## src/rtl/ce_period_meter.sv

```systemverilog
// Clock-enable period meter: measures strobe spacing, tracks lock and timeout.
// Optional CE_METER_STATS_EN adds a saturating mismatch counter on err_count.
module ce_period_meter #(
    parameter int CNT_W    = 16,
    parameter int LOCK_CNT = 4,
    parameter int TOL      = 0
) (
    input  logic             clk32M768,
    input  logic             rst,
    input  logic             ce_in,
    input  logic [CNT_W-1:0] expected_period,
    output logic [CNT_W-1:0] period_out,
    output logic             period_valid,
    output logic             locked,
    output logic             err_pulse,
    output logic             timeout,
    output logic [15:0]      err_count
);

    localparam int MC_W = $clog2(LOCK_CNT + 1);
    localparam logic [CNT_W:0] TOL_V = (CNT_W + 1)'(TOL);
    localparam logic [MC_W-1:0] LOCK_V = MC_W'(LOCK_CNT);

    typedef enum logic [1:0] {
        IDLE,
        TRACK,
        LOCKED
    } state_t;

    state_t          state, state_nxt;
    logic [CNT_W-1:0] cnt;
    logic [MC_W-1:0] mcnt, mcnt_nxt;
    logic [CNT_W:0]  diff;
    logic            sat;
    logic            match;
    logic            eval;
    logic            err_nxt;
    logic            to_nxt;
    logic            valid_nxt;

    assign sat    = (cnt == {CNT_W{1'b1}});
    assign eval   = ce_in && (state != IDLE);
    assign locked = (state == LOCKED);

    always_comb begin
        if (cnt >= expected_period)
            diff = {1'b0, cnt} - {1'b0, expected_period};
        else
            diff = {1'b0, expected_period} - {1'b0, cnt};
    end

    // A zero nominal period can never be matched.
    assign match = (expected_period != '0) && (diff <= TOL_V);

    always_comb begin
        state_nxt = state;
        mcnt_nxt  = mcnt;
        err_nxt   = 1'b0;
        valid_nxt = 1'b0;
        to_nxt    = timeout;
        if (ce_in) begin
            to_nxt = 1'b0;
            unique case (state)
                IDLE: begin
                    state_nxt = TRACK;
                    mcnt_nxt  = '0;
                end
                TRACK: begin
                    valid_nxt = 1'b1;
                    if (!match) begin
                        mcnt_nxt = '0;
                    end else if ((mcnt + 1'b1) == LOCK_V) begin
                        mcnt_nxt  = LOCK_V;
                        state_nxt = LOCKED;
                    end else begin
                        mcnt_nxt = mcnt + 1'b1;
                    end
                end
                LOCKED: begin
                    valid_nxt = 1'b1;
                    if (!match) begin
                        err_nxt   = 1'b1;
                        mcnt_nxt  = '0;
                        state_nxt = TRACK;
                    end
                end
                default: begin
                    state_nxt = IDLE;
                    mcnt_nxt  = '0;
                end
            endcase
        end else if (sat && (state != IDLE)) begin
            // Strobe lost: drop lock and wait for a fresh first strobe.
            to_nxt    = 1'b1;
            state_nxt = IDLE;
            mcnt_nxt  = '0;
        end
    end

    always_ff @(posedge clk32M768) begin
        if (rst) begin
            state        <= IDLE;
            cnt          <= '0;
            mcnt         <= '0;
            period_out   <= '0;
            period_valid <= 1'b0;
            err_pulse    <= 1'b0;
            timeout      <= 1'b0;
        end else begin
            state        <= state_nxt;
            mcnt         <= mcnt_nxt;
            period_valid <= valid_nxt;
            err_pulse    <= err_nxt;
            timeout      <= to_nxt;
            if (eval)
                period_out <= cnt;
            if (ce_in)
                cnt <= {{(CNT_W-1){1'b0}}, 1'b1};
            else if (!sat)
                cnt <= cnt + 1'b1;
        end
    end

`ifdef CE_METER_STATS_EN
    always_ff @(posedge clk32M768) begin
        if (rst)
            err_count <= '0;
        else if (err_nxt && (err_count != 16'hFFFF))
            err_count <= err_count + 16'd1;
    end
`else
    assign err_count = '0;
`endif

endmodule

```

## config.mk

```make
export PLATFORM = sky130hd
export DESIGN_NAME = ce_period_meter
export DESIGN_NICKNAME = d
export VERILOG_FILES = /design/src/rtl/ce_period_meter.sv
export SDC_FILE = /design/constraint.sdc
export NUM_CORES = 1
export LEC_CHECK = 0
export ABC_CLOCK_PERIOD_IN_PS = 3550
export BUFFER_PORTS_ARGS = -buffer_cell sky130_fd_sc_hd__buf_2
export CORE_MARGIN = 4
export CORE_UTILIZATION = 60
export CTS_BUF_LIST = sky130_fd_sc_hd__clkbuf_8
export DETAILED_ROUTE_END_ITERATION = 12
export GPL_TIMING_DRIVEN = 0
export PLACE_DENSITY = 0.83
export SLEW_MARGIN = 15
export SYNTH_ARGS = -nofsm -noshare
export SYNTH_HDL_FRONTEND = slang
export SYNTH_SLANG_ARGS = --single-unit
```

## constraint.sdc

```tcl
create_clock -name clk32M768 -period 3.55 [get_ports clk32M768]
set_input_delay 0.5325 -clock clk32M768 [delete_from_list [all_inputs] [get_ports clk32M768]]
set_output_delay 0.5325 -clock clk32M768 [all_outputs]
set_load 0.01 [all_outputs]
```

# Word-level counts from Yosys, hierarchy flattened
# Index checks and enable logic that the tools add are counted.
# W data, S select, Z words.
# word_totals
word_cells	54
input_bits	19
out_inout_bits	36
reg_bits	40
# op_classes
add_sub_neg	4
muxes	17
n_reduce_logical	13
bitwise	2
order_cmp	2
n_eq_ne	8
# ops
operator	count
$sub A16 B16 Y17	2
$le A17 B1 Y1 const B	1
$mux W17	1
$add A16 B1 Y16 const B	1
$eq A16 B16 Y1 const B	1
$ge A16 B16 Y1	1
$reduce_bool A16 Y1	1
$mux W3	5
$mux W2	5
$ne A3 B3 Y1 const B	3
$pmux W2 S3	1
$pmux W3 S2	1
$reduce_or A2 Y1	3
$mux W1	4
$reduce_and A4 Y1	1
$reduce_bool A2 Y1	2
$add A3 B1 Y3 const B	1
$eq A3 B3 Y1 const B	1
$logic_and A1 B1 Y1	3
$reduce_or A3 Y1	1
$eq A2 B1 Y1 const B	1
$eq A2 B2 Y1 const B	1
$logic_not A2 Y1	1
$ne A2 B2 Y1 const B	1
other kinds (2)	3

# Logic depth before layout (Yosys ltp)
# depth
ltp_word	7
mapped_depth	13
depth_no_buf	12

# Least setup slack after synthesis
# No wires, ideal clock.
# synth_timing
kind	input to register
start	input expected_period[6]
end	register state[0]
n_path_buf	0
cell_stages	12
setup_slack_ns	0.231
arrival_time_ns	3.233
required_ns	3.464
setup_ns	0.086
path_cell_list	inv_1 ha_1 a21oi_1 o21ai_1 or4_1 o21ai_1 o311ai_1 or4_1 o21ai_2 nand3_2 a211o_1 a221oi_2
# synth_via
elab_chain_cells	6
word_cells_on_any_way	10
cone_classes	add/sub (2); order compare (2); eq/ne (2); mux (1); reduce/logical (3)
# synth_rtl
item	line_no	text
start, declared	11	input logic [CNT_W-1:0] expected_period,
$sub A16 B16 Y17 (tied with other cells)	49	diff = {1'b0, expected_period} - {1'b0, cnt};
$mux W17	46	if (cnt >= expected_period)
$le A17 B1 Y1	53	assign match = (expected_period != '0) && (diff <= TOL_V);
$logic_and A1 B1 Y1 *	53	
$ne A3 B3 Y1 (no source line)	n/a	
$reduce_and A4 Y1 (no source line) *	n/a	
end signal, assigned	110	state <= state_nxt;
end, declared	30	state_t state, state_nxt;
# Every way passes the cells marked *; elsewhere a longest branch is shown, timed or not.
# A chain may end at the register's enable or synchronous reset.

# Final worst setup path
# layout_timing
start	input expected_period[4]
end	register state[0]
# Same word-level chain as after synthesis.

==> results.yml <==
sta:
  clock_skew_ns: 0.00743
  finalSetupViolations: 0
  hold_violations: 0
  final_max_slew_viol_count: 0
  timing.slew.headroom: 0.480
  fmax_ghz: 0.286
  worstMarginPinSlew_ns: 0.772
  fin_setup_tns_ns: 0
  period_share: 0.984
  layout_setup_ws_ns: 0.0559
  period_minus_slack_ns: 3.49
worst_setup_path:
  slowest_stage: "or4_4"
  cp-endpoint: "state[0]"
  crit_family: "simple AND/OR/NAND/NOR gates"
  cp_num_cells: 14
  regToRegEndpoint: "state[0]"
  cp_max_fo: 10
  path_cells: "buf_2 > inv_1 > ha_1 > buf_6 > nand2_1 > nor2_2 > or4_4 > o21ai_2 > o311ai_1 > or4_4 > o21ai_4 > nand3_2 > a211o_1 > a221oi_2"
  rr_startpoint: "cnt[4]"
  reg2regPathDepth: 12
  crit_start: "expected_period[4]"
  critPathArrivalTime_ns: 3.70
  crit_type: "in2reg"
  slowest_delay_ns: 0.54
  endpoint_kind: "flip-flop"
  cp_num_buf_inv: 3
  r2r_setup_slack_ns: 0.07
  cp-start-kind: "input pin"
  path_common_cell: "or4_4"
  worstPathRequired_ns: 3.76
logic_synthesis:
  yosysWarnings: 0
  ys_seq_area_frac: 0.211
  synth_async_sr_flop_share: 0
  synth_edf_count: 0
  synth_ff_type: "dfxtp_1"
  ys_seq_elements: 40
  syn_avg_cell_area_um2: 7.40
  syn_area_mm2: 0.00379
  syn_inst: 512
  synthDistinctLibCells: 74
clock_network:
  clock_path_buffers: 2
  cts_buffers: 5
  cts_root_buf: "clkbuf_8"
  clock_latency_ns: 0.30
  cts_tree: "done"
  clk_pin_slew_ns: 0.07
  clock-sinks: 40
  htreeDepth: 2
hold_path:
  hp-class: "reg2reg"
job:
  maxCapViolations: 0
detailed_routing:
  totalWireLength_um: 12000
  vias_per_cell: 6.34
  drc: 0
  first_pass_iters: 5
  drtIter0Drc: 417
  final_antenna_net_count: 0
  vias: 4198
  wl_per_cell_um: 18.1
cells_and_area:
  drive_gt1_frac: 0.250
  layout.nets: 644
  final_common_cell: "nand2_1"
  final_cell_mix: "nand2_1 (59), a21oi_1 (45), inv_1 (42)"
  syn_to_final_growth_pct: 23.3
  diodes: 0
die:
  fp.dieH_um: 87.5
  core_area_mm2: 0.00603
  initial_core_util: 0.629
  die_w_um: 87.5
  core.rowCount: 28
  io-pin-count: 55
  die-area_mm2: 0.00765
global_routing:
  antenna_found_initial: 0
  grt_max_degree: 13
  grtUsageTotal: 0.298
  grt_overflow: 0
  grt_pass1_wl_um: 18200
  grt_pass1_vias: 3964
placement:
  dp_hpwl_um: 8900
  post-place-ws_ns: -0.510
  finalWeightedCongestion: 0.950
  port_buffers: 38
status:
  status: "complete, no violations"
power_and_ir_drop:
  peakVddDrop_mv: 0.360
  p_leak_uw: 0.00195
  power.total_uw: 1070
  power_density_mw_per_mm2: 229
==> worst min-delay path, cell delays in order, from the launching register on <==
cell and delay, ns:
dfxtp_1 0.31, nand2_1 0.05, a21oi_1 0.05
==> state kept, by name, indices dropped and copies added, names as in the netlist <==
name,cells
period_out,16
state,2
period_valid,1
timeout,1
mcnt,3
cnt,16
err_pulse,1
==> cell families (layout without fill, tap and decap cells) <==
| family | count (synthesis) | after routing | synth area share |
|---|---|---|---|
| flip-flops | 40 | 40 | 0.211 |
| buffers and inverters | 80 | 140 | 0.100 |
| XOR/XNOR | 21 | 21 | 0.0485 |
| adder cells (fa/ha/maj) | 39 | 39 | 0.129 |
| other | 1 | 16 | 0.000989 |
| multiplexers | 4 | 4 | 0.0109 |
| AND/OR/NAND/NOR | 176 | 176 | 0.237 |
| AO/OA/AOI/OAI | 151 | 151 | 0.263 |
==> layout make-up <==
cell class,count,area [um^2]
timing repair buffer,52,310
sequential,40,821
inverter,43,165
multi-input combinational,407,2940
clock buffer,6,82.6
clock inverter,2,10.0
tap,75,93.8
buffer,37,251
fill,432,1350
==> synth_stat cells, types with 6 or more instances <==
| library cell | instances | area share |
|---|---|---|
| nand2_1 | 60 | 0.059 |
| a21oi_1 | 51 | 0.067 |
| inv_1 | 43 | 0.043 |
| dfxtp_1 | 40 | 0.21 |
| ha_1 | 39 | 0.13 |
| nor2_1 | 33 | 0.033 |
| o21ai_0 | 19 | 0.025 |
| buf_4 | 18 | 0.036 |
| xnor2_1 | 13 | 0.030 |
| and3_1 | 11 | 0.018 |
| nand4_1 | 11 | 0.018 |
| nand3_1 | 10 | 0.013 |
| buf_2 | 9 | 0.012 |
| clkbuf_1 | 9 | 0.0089 |
| nor3_1 | 9 | 0.012 |
| nor4_1 | 8 | 0.013 |
| o21a_1 | 8 | 0.016 |
| o21ai_1 | 8 | 0.011 |
| xor2_1 | 8 | 0.018 |
| a21o_1 | 6 | 0.012 |
| nand2b_1 | 6 | 0.0099 |
==> worst min-delay path by stage <==
stage                  startpoint       endpoint  slack, ns  cells past startpoint
finish              period_out[0]  period_out[0]       0.46                      2
detailed placement  period_out[7]  period_out[7]       0.45                      2
global route        period_out[5]  period_out[5]       0.48                      2
CTS                 period_out[3]  period_out[3]       0.46                      2
floorplan                  cnt[5]  period_out[5]       0.45                      2
global placement    period_out[3]  period_out[3]       0.44                      2
==> power by group <==
group,switching (uW),leakage (uW),internal (uW)
Clock,156,0.0000510,155
Combinational,182,0.00157,118
Sequential,5.95,0.000328,451
==> what timing repair did <==
item,4_1_cts,5_1_grt
hold buffers,0,0
gates resized for setup,10,79
pin swaps,2,23
setup endpoints to repair,5,5
buffers inserted,0,14
==> metrics by stage <==
step	hold WS [ns]	instances	area (um^2)	util
after global routing	0.480	662	4670	0.776
after global placement	0.442	640	4130	0.686
final	0.457	662	4670	0.776
after CTS	0.458	648	4260	0.707
after floorplan	0.449	527	3850	-
after detailed placement	0.445	640	4130	0.686
==> metal layers <==
metal	track usage	vias up	routed length, um	part of all wire
li1	-	1949	-	-
met1	0.355	1929	4710	0.39
met2	0.512	251	5790	0.48
met3	0.0482	69	783	0.066
met4	0.153	0	663	0.055
met5	0	-	0	0
Note: power is estimated with default switching activity, not from simulation.
